--- src/rtl/sdram_arbiter_pkg.sv ---
// Shared types for the two-master SDRAM front-end arbiter and its read-tag FIFO.
package sdram_arbiter_pkg;

  typedef enum logic [1:0] {
    IDLE = 2'd0,
    G0   = 2'd1,
    G1   = 2'd2
  } arb_state_t;

  typedef logic master_id_t;

endpackage

--- src/rtl/sdram_tag_fifo.sv ---
// Tag FIFO recording which master owns each outstanding read, oldest at head.
module sdram_tag_fifo
  import sdram_arbiter_pkg::*;
#(
  parameter int DEPTH = 8
) (
  input  logic                   clk,
  input  logic                   reset,
  input  logic                   push,
  input  master_id_t             push_tag,
  input  logic                   pop,
  output master_id_t             head,
  output logic [$clog2(DEPTH):0] count,
  output logic                   empty
);

  localparam int AW = $clog2(DEPTH);
  localparam int CW = AW + 1;

  master_id_t    mem [DEPTH];
  logic [AW-1:0] wr_ptr;
  logic [AW-1:0] rd_ptr;
  logic          full;
  logic          do_push;
  logic          do_pop;

  assign empty   = (count == '0);
  assign full    = (count == CW'(DEPTH));
  assign do_push = push && !full;
  assign do_pop  = pop && !empty;
  assign head    = mem[rd_ptr];

  always_ff @(posedge clk) begin
    if (do_push) mem[wr_ptr] <= push_tag;
  end

  // Pointers wrap naturally because DEPTH is a power of two.
  always_ff @(posedge clk) begin
    if (reset) begin
      wr_ptr <= '0;
      rd_ptr <= '0;
      count  <= '0;
    end else begin
      if (do_push) wr_ptr <= wr_ptr + AW'(1);
      if (do_pop)  rd_ptr <= rd_ptr + AW'(1);
      case ({do_push, do_pop})
        2'b10:   count <= count + CW'(1);
        2'b01:   count <= count - CW'(1);
        default: count <= count;
      endcase
    end
  end

endmodule

--- src/rtl/sdram_arbiter.sv ---
// Round-robin arbiter merging two Avalon-MM pipelined-read masters onto one
// SDRAM controller port; read returns are steered back by an in-order tag FIFO.
module sdram_arbiter
  import sdram_arbiter_pkg::*;
#(
  parameter int ADDR_W   = 25,
  parameter int DATA_W   = 16,
  parameter int MAX_PEND = 8
) (
  input  logic                clk,
  input  logic                reset,
  input  logic [ADDR_W-1:0]   m0_address,
  input  logic [DATA_W-1:0]   m0_writedata,
  input  logic [DATA_W/8-1:0] m0_byteenable,
  input  logic                m0_read,
  input  logic                m0_write,
  output logic                m0_waitrequest,
  output logic                m0_readdatavalid,
  input  logic [ADDR_W-1:0]   m1_address,
  input  logic [DATA_W-1:0]   m1_writedata,
  input  logic [DATA_W/8-1:0] m1_byteenable,
  input  logic                m1_read,
  input  logic                m1_write,
  output logic                m1_waitrequest,
  output logic                m1_readdatavalid,
  output logic [DATA_W-1:0]   m_readdata,
  output logic [ADDR_W-1:0]   s_address,
  output logic [DATA_W-1:0]   s_writedata,
  output logic [DATA_W/8-1:0] s_byteenable,
  output logic                s_read,
  output logic                s_write,
  input  logic                s_waitrequest,
  input  logic                s_readdatavalid,
  input  logic [DATA_W-1:0]   s_readdata,
  output logic                err_orphan,
  output arb_state_t          dbg_state
);

  localparam int CW = $clog2(MAX_PEND) + 1;

  arb_state_t    state;
  master_id_t    rr_last;
  master_id_t    gnt_id;
  master_id_t    fifo_head;
  logic [CW-1:0] pend_count;
  logic          fifo_empty;
  logic          read_blocked;
  logic          m0_req, m1_req, other_req;
  logic          g_read, g_write, g_req, g_eff;
  logic          accept, ret_pop, err_q;
  arb_state_t    other_state;

  assign m0_req       = m0_read | m0_write;
  assign m1_req       = m1_read | m1_write;
  assign read_blocked = (pend_count == CW'(MAX_PEND));
  assign gnt_id       = master_id_t'(state == G1);
  assign other_state  = (state == G0) ? G1 : G0;
  assign other_req    = (state == G0) ? m1_req : m0_req;

  // A strobe pair with both bits set is a write; read only when write is low.
  always_comb begin
    s_address    = '0;
    s_writedata  = '0;
    s_byteenable = '0;
    g_read       = 1'b0;
    g_write      = 1'b0;
    case (state)
      G0: begin
        s_address    = m0_address;
        s_writedata  = m0_writedata;
        s_byteenable = m0_byteenable;
        g_write      = m0_write;
        g_read       = m0_read & ~m0_write;
      end
      G1: begin
        s_address    = m1_address;
        s_writedata  = m1_writedata;
        s_byteenable = m1_byteenable;
        g_write      = m1_write;
        g_read       = m1_read & ~m1_write;
      end
      default: ;
    endcase
  end

  assign g_req   = g_read | g_write;
  assign g_eff   = g_write | (g_read & ~read_blocked);
  assign s_write = g_write & ~reset;
  assign s_read  = g_read & ~read_blocked & ~reset;

  // Handshake: a transfer completes on a cycle where the master strobe is high
  // and its waitrequest is low; the slave side likewise on strobe & !s_waitrequest.
  assign accept         = (s_read | s_write) & ~s_waitrequest;
  assign m0_waitrequest = reset | (state != G0) | s_waitrequest | (g_read & read_blocked);
  assign m1_waitrequest = reset | (state != G1) | s_waitrequest | (g_read & read_blocked);

  // A granted master parked on a blocked read yields to the other master.
  always_ff @(posedge clk) begin
    if (reset) begin
      state   <= IDLE;
      rr_last <= 1'b1;
    end else begin
      case (state)
        IDLE: begin
          if (m0_req && m1_req) state <= (rr_last == 1'b1) ? G0 : G1;
          else if (m0_req)      state <= G0;
          else if (m1_req)      state <= G1;
        end
        default: begin
          if (accept) begin
            rr_last <= gnt_id;
            if (other_req)   state <= other_state;
            else if (!g_req) state <= IDLE;
          end else if (!g_eff && other_req) begin
            state <= other_state;
          end else if (!g_req) begin
            state <= IDLE;
          end
        end
      endcase
    end
  end

  assign ret_pop = s_readdatavalid & ~fifo_empty;

  sdram_tag_fifo #(.DEPTH(MAX_PEND)) u_tag_fifo (
    .clk      (clk),
    .reset    (reset),
    .push     (accept & s_read),
    .push_tag (gnt_id),
    .pop      (ret_pop),
    .head     (fifo_head),
    .count    (pend_count),
    .empty    (fifo_empty)
  );

  always_ff @(posedge clk) begin
    if (reset)                               err_q <= 1'b0;
    else if (s_readdatavalid && fifo_empty)  err_q <= 1'b1;
  end

  assign m_readdata       = s_readdata;
  assign m0_readdatavalid = ret_pop & (fifo_head == 1'b0) & ~reset;
  assign m1_readdatavalid = ret_pop & (fifo_head == 1'b1) & ~reset;
  assign err_orphan       = err_q & ~reset;
  assign dbg_state        = state;

endmodule

--- config.mk ---
export PLATFORM = sky130hd
export DESIGN_NAME = sdram_arbiter
export DESIGN_NICKNAME = d
export VERILOG_FILES = /design/src/rtl/sdram_arbiter_pkg.sv /design/src/rtl/sdram_tag_fifo.sv /design/src/rtl/sdram_arbiter.sv
export SDC_FILE = /design/constraint.sdc
export NUM_CORES = 1
export LEC_CHECK = 0
export ABC_AREA = 1
export CORE_ASPECT_RATIO = 0.7
export CORE_MARGIN = 2
export CORE_UTILIZATION = 36
export CTS_CLUSTER_SIZE = 30
export DETAILED_ROUTE_END_ITERATION = 12
export PLACE_DENSITY = 0.88
export SYNTH_ARGS = -nofsm -noshare
export SYNTH_HDL_FRONTEND = slang
export SYNTH_SLANG_ARGS = --single-unit
--- constraint.sdc ---
create_clock -name clk -period 7.2 [get_ports clk]
set_clock_uncertainty 0.2 [all_clocks]
set_input_delay 0.72 -clock clk [delete_from_list [all_inputs] [get_ports clk]]
set_output_delay 0.72 -clock clk [all_outputs]
set_load 0.02 [all_outputs]
==> reports/results.tsv, run 1 <==
metric	value	unit
total number of vias	2736	
largest net degree at the start of global routing	56	
TNS Setup	0	ps
# H-tree levels	1	
Rows	23	
post-placement cell area	3520	um2
DRC errors left	0	
Post-CTS Resized	0	
Die Span Y	68.7	um
Clock Latency Late Sink	280	ps
Leak	1.33	nW
port bufs	145	
Post-CTS Setup Repair Bufs	0	
number of top-level pins	178	
Fin. Hold Viols	0	
worst slew pin tran	1100	ps
Worst Setup End Kind	primary output	
share of cells above drive strength 1	4.71	%
Setup Viol. Count Final	0	
Worst VDD drop	0.000144	V
hpwl dp	6590	um
Inserted Clock Buffers	3	
Mapped Area	2150	um2
Initial Util	37.4	%
gr ovfl total	0	
power share of the clock group	9.0	%
syn_nets	467	
reg-to-reg setup timing slack	3960	ps
clock sink count	25	
nets	587	
Required @ worst endpoint	6280	ps
#FFs+latches synth	25	
global-route wire length before repair	11400	um
routed len/inst	15.2	um
r2r endpoint	u_tag_fifo.count[2]	
clock root buffer	clkbuf_8	
Hold Path Sink	u_tag_fifo.rd_ptr[2]	
Synth Area per Inst	6.18	um2
Gate Count Post-Synth	348	
Max Buffers Root-to-Sink	2	
Slew Limit Fails	0	
Hold Crit Depth	2	
Synth Warn #	0	
vias in the first global route	2325	
outcome	finished clean	
most common cell after layout, fill and taps aside	clkdlybuf4s50_1	
sequential cell area fraction in the yosys report	27.0	%
Switch Pwr	0.536	mW
CTS Hold Bufs	0	
CP Class	reg2out	
critical-path maximum fanout	43	
vias per cell	5.05	
# diodes	0	
Pwr Density	291	nW/um2
critical path launch point type	flip-flop	
Fmax	226	MHz
hold_ws	278	ps
most frequent cells in the layout	clkdlybuf4s50_1 (145), nand2_1 (118), a21oi_1 (55)	
GRT Overall Usage	22.4	%
CTS tree	yes	
fin area	3570	um2
worst reg2reg startpoint	dbg_state[0]	
placed cells	538	
DRT iter0 DRCs	168	
Die W	96.4	um
post-route non-filler standard cell count	542	
Min-Delay Startpoint	u_tag_fifo.rd_ptr[2]	
Comb pwr share	71.5	%
initial antenna violation count	0	
Max Cap Viol	0	
path depth of the worst reg2reg path	15	
gpl congestion	0.887	
Tcrit/Tclk final	61.3	%
Worst Setup SP	dbg_state[1]	
DRT Pass-1 Iters	5	
Rel. slew slack	26.0	%
clock period minus worst slack	4420	ps
Pint	0.505	mW
Worst Path Arrival	3500	ps
Switching Fraction	51.5	%
area of the core	5760	um2
Synth-to-Final Area Change	66.0	%
part of the power in registers	19.4	%
CTS clk-pin slew, worst paths	100	ps
count of cell types in the netlist	31	
Die ar.	6620	um2
hold crit path type	reg2reg	
WL final	8260	um
Final ANT Viol Nets	0	
RSZ-0062 raised after global routing	false	
==> Yosys cell counts, drive strengths merged <==
library cell / n / area (um2)
nor2: 30 / 128
clkbuf: 13 / 48.8
nand4: 3 / 18.8
xor2: 2 / 17.5
nor3: 1 / 5.00
o32ai: 1 / 8.76
edfxtp: 8 / 240
buf: 19 / 140
a21oi: 56 / 284
nand3b: 1 / 7.51
nand3: 16 / 92.6
nand2: 122 / 478
o21ai: 17 / 88.8
o211ai: 2 / 15.0
inv: 27 / 101
o22ai: 1 / 6.26
clkinv: 1 / 3.75
dfxtp: 17 / 340
or2: 1 / 6.26
xnor2: 1 / 8.76
ha: 9 / 113
==> worst max-delay path by stage <==
| stage | end | slack (ps) | cells after the start |
|---|---|---|---|
| floorplan | s_address[10] | 4520 | 5 |
| global placement | s_writedata[13] | 3230 | 5 |
| detailed placement | s_writedata[13] | 3120 | 5 |
| CTS | s_writedata[13] | 2800 | 5 |
| global route | s_writedata[13] | 2580 | 5 |
| finish | s_writedata[13] | 2780 | 5 |
==> critical path: stages, from the launching register on <==
cell and delay (ps):
dfxtp_1 420, inv_1 120, ha_1 430, clkinv_1 900, a21oi_1 630, clkdlybuf4s50_1 700
==> power by group through the flow <==
stage                     clock network (mW)  registers, mW  logic [mW]
after floorplan                            0          0.204       0.461
after global placement                     0          0.202       0.716
after detailed placement                   0          0.205       0.735
after CTS                             0.0936          0.202       0.740
after global routing                  0.0995          0.206       0.804
final                                 0.0940          0.202       0.744
==> metal layers <==
metal,global-route usage [%],wire (um),part of all wire (%)
met5,0,0,0
met3,4.89,594,7.2
met1,27.9,3350,41
met4,6.87,143,1.7
met2,39.2,4170,51
==> cell families (layout without fill, tap and decap cells) <==
family                     Yosys count  after routing  share of synthesized area [%]
AOI/OAI and AO/OA                   77             77                           18.7
xor gates and xnor gates             3              3                           1.22
adders and majority gates            9              9                           5.23
buffers and inverters               60            179                           13.7
DFF                                 25             25                           27.0
and+or+nand+nor                    174            174                           34.2
==> per-stage QoR <==
step	utilization, %	power [mW]	worst slack [ps]
after floorplan	-	0.665	4520
after global placement	61.2	0.918	3230
after detailed placement	61.2	0.940	3120
after CTS	62.1	1.03	2800
after global routing	62.1	1.11	2580
final	62.1	1.04	2780
==> final cells by class <==
cell class / count / area, um2
fill: 520 / 2180
timing repair buffer: 147 / 1470
multi-input combinational: 263 / 1280
sequential: 25 / 581
inverter: 28 / 105
tap: 75 / 93.8
clock buffer: 3 / 41.3
clock inverter: 1 / 8.76
Note: power is estimated with default switching activity, not from simulation.
==> run 2: changes to the inputs <==
--- a/config.mk
+++ b/config.mk
@@ -8,10 +8,10 @@
 export ABC_AREA = 1
 export CORE_ASPECT_RATIO = 0.7
 export CORE_MARGIN = 2
-export CORE_UTILIZATION = 36
+export CORE_UTILIZATION = 30
 export CTS_CLUSTER_SIZE = 30
 export DETAILED_ROUTE_END_ITERATION = 12
-export PLACE_DENSITY = 0.88
+export PLACE_DENSITY = 0.78
 export SYNTH_ARGS = -nofsm -noshare
 export SYNTH_HDL_FRONTEND = slang
 export SYNTH_SLANG_ARGS = --single-unit
==> constraint.sdc (replaced) <==
create_clock -name clk -period 3.8 [get_ports clk]
set_clock_uncertainty 0.2 [all_clocks]
set_input_delay 0.38 -clock clk [delete_from_list [all_inputs] [get_ports clk]]
set_output_delay 0.38 -clock clk [all_outputs]
set_load 0.02 [all_outputs]
==> run 2 against run 1 <==
Highest routed layer unchanged. Critical path type unchanged. Final cell count increased by 3.7%. Power is 87% higher. Clock power grew 74%. Largest power group unchanged.
==> reports/results.tsv, run 2 (synthesis results as in run 1) <==
metric	value	unit	change
initial antenna violation count	0		unchanged
Die ar.	7880	um2	+19%
Fmax	320	MHz	
Leak	1.33	nW	-0.10%
outcome	finished clean		
number of top-level pins	178		unchanged
Clock Latency Late Sink	280	ps	about the same
hold crit path type	reg2reg		
Post-CTS Resized	0		unchanged
port bufs	145		unchanged
worst slew pin tran	514	ps	-588 ps
total number of vias	2587		-5.4%
most common cell after layout, fill and taps aside	clkdlybuf4s50_1		
Slew Limit Fails	0		unchanged
critical path launch point type	flip-flop		
gpl congestion	0.873		-1.6%
CTS clk-pin slew, worst paths	90	ps	about the same
area of the core	6850	um2	+19%
WL final	7360	um	-11%
global-route wire length before repair	11300	um	-0.43%
Worst Slack Setup Final	678	ps	-2110 ps
Synth-to-Final Area Change	67.6	%	
CP Class	reg2out		
Fin. Hold Viols	0		unchanged
critical-path maximum fanout	43		unchanged
TNS Setup	0	ps	unchanged
Worst Path Buf+Inv	4		+1
RSZ-0062 raised after global routing	false		
DRT iter0 DRCs	113		-33%
share of cells above drive strength 1	5.13	%	+0.42 points
nets	588		+0.17%
Final ANT Viol Nets	0		unchanged
largest net degree at the start of global routing	55		-1.8%
hpwl dp	5820	um	-12%
Worst VDD drop	0.000332	V	+130%
pre-CTS setup slack	815	ps	-2310 ps
DRC errors left	0		unchanged
most frequent cells in the layout	clkdlybuf4s50_1 (145), nand2_1 (118), a21oi_1 (55)		
CTS tree	yes		
Pwr Density	539	nW/um2	+85%
Die W	105	um	+9.1%
Required @ worst endpoint	3220	ps	-3060 ps
Post-CTS Setup Repair Bufs	0		unchanged
Worst Path Arrival	2540	ps	-960 ps
Sequential cell area	581	um2	unchanged
clock period minus worst slack	3120	ps	
max incr delay on CP	650	ps	-250 ps
Max Cap Viol	0		unchanged
Rows	25		+8.7%
Initial Util	31.4	%	-6.0 points
# H-tree levels	1		unchanged
hold_ws	281	ps	+3.33 ps
Worst Setup End Kind	primary output		
gr ovfl total	0		unchanged
vias in the first global route	2454		+5.5%
CP Cell Sequence	inv_1, ha_1, clkinv_1, buf_4, a21oi_1, clkdlybuf4s50_1		
routed len/inst	13.1	um	-14%
Rel. slew slack	65.7	%	+40 points
post-placement cell area	3560	um2	+0.96%
CTS Hold Bufs	0		unchanged
clock root buffer	clkbuf_8		
Setup Viol. Count Final	0		unchanged
delay-heaviest family, CP	buffers and inverters		
Inserted Clock Buffers	3		unchanged
DRT Pass-1 Iters	4		-1
FILL cells	654		+26%
GRT Overall Usage	17.6	%	-4.9 points
Die Span Y	74.9	um	+9.0%
clock sink count	25		unchanged
Multi-input gate area	1280	um2	+0.20%
fin area	3610	um2	+0.91%
CP max-delay cell	clkdlybuf4s50_1		
Tcrit/Tclk final	82.2	%	
vias per cell	4.60		-8.8%
# diodes	0		unchanged
Max Buffers Root-to-Sink	2		unchanged
run 2: cell types whose count changed in the layout (fill, tap and decap cells not counted):
cell / change
inv_6: -1
ha_2: +1
buf_4: +1
clkinvlp_4: +1
ha_1: -1
run 2: routing by layer:
| layer | vias to the layer above | part of all wire [%] | GRT usage (%) |
|---|---|---|---|
| met5 | - | 0 | 0 |
| met4 | 0 | 0.43 | 3.26 |
| met3 | 5 | 8.4 | 5.63 |
| met2 | 106 | 48 | 30.1 |
| met1 | 1130 | 43 | 22.2 |
| li1 | 1346 | - | - |
run 2: tightest hold or removal path, stage by stage, from the launching register on:
cell,delay (ps)
dfxtp_1,320
inv_1,50
a21oi_1,70
run 2: area by class of cell:
class                           count  share of cell area, %
Tap cell                           94                   3.26
Clock inverter                      1                  0.208
Clock buffer                        3                   1.15
Timing Repair Buffer              148                   40.9
Sequential cell                    25                   16.1
Multi-Input combinational cell    263                   35.5
Inverter                           28                   2.91
run 2: through the flow:
| step | std cells | utilization [%] | power (mW) |
|---|---|---|---|
| global placement | 558 | 51.9 | 1.75 |
| floorplan | 348 | - | 1.26 |
| global route | 562 | 52.6 | 2.11 |
| finish | 562 | 52.6 | 1.94 |
| detailed placement | 558 | 51.9 | 1.78 |
| CTS | 562 | 52.6 | 1.95 |
run 2: final timing paths:
| check | start | slack [ps] | depth (start not counted) | endpoint |
|---|---|---|---|---|
| setup / recovery | dbg_state[0] | 680 | 6 | s_writedata[3] |
| hold / removal | u_tag_fifo.rd_ptr[2] | 280 | 2 | u_tag_fifo.rd_ptr[2] |
| setup reg to reg | dbg_state[1] | 970 | 14 | u_tag_fifo.count[2] |
| hold reg to reg | u_tag_fifo.rd_ptr[2] | 280 | 2 | u_tag_fifo.rd_ptr[2] |
run 2: power by group:
group | internal [mW] | leakage (nW) | switching, mW
logic | 0.555 | 1.09 | 0.841
registers | 0.333 | 0.213 | 0.0495
clock network | 0.0745 | 0.0217 | 0.0896
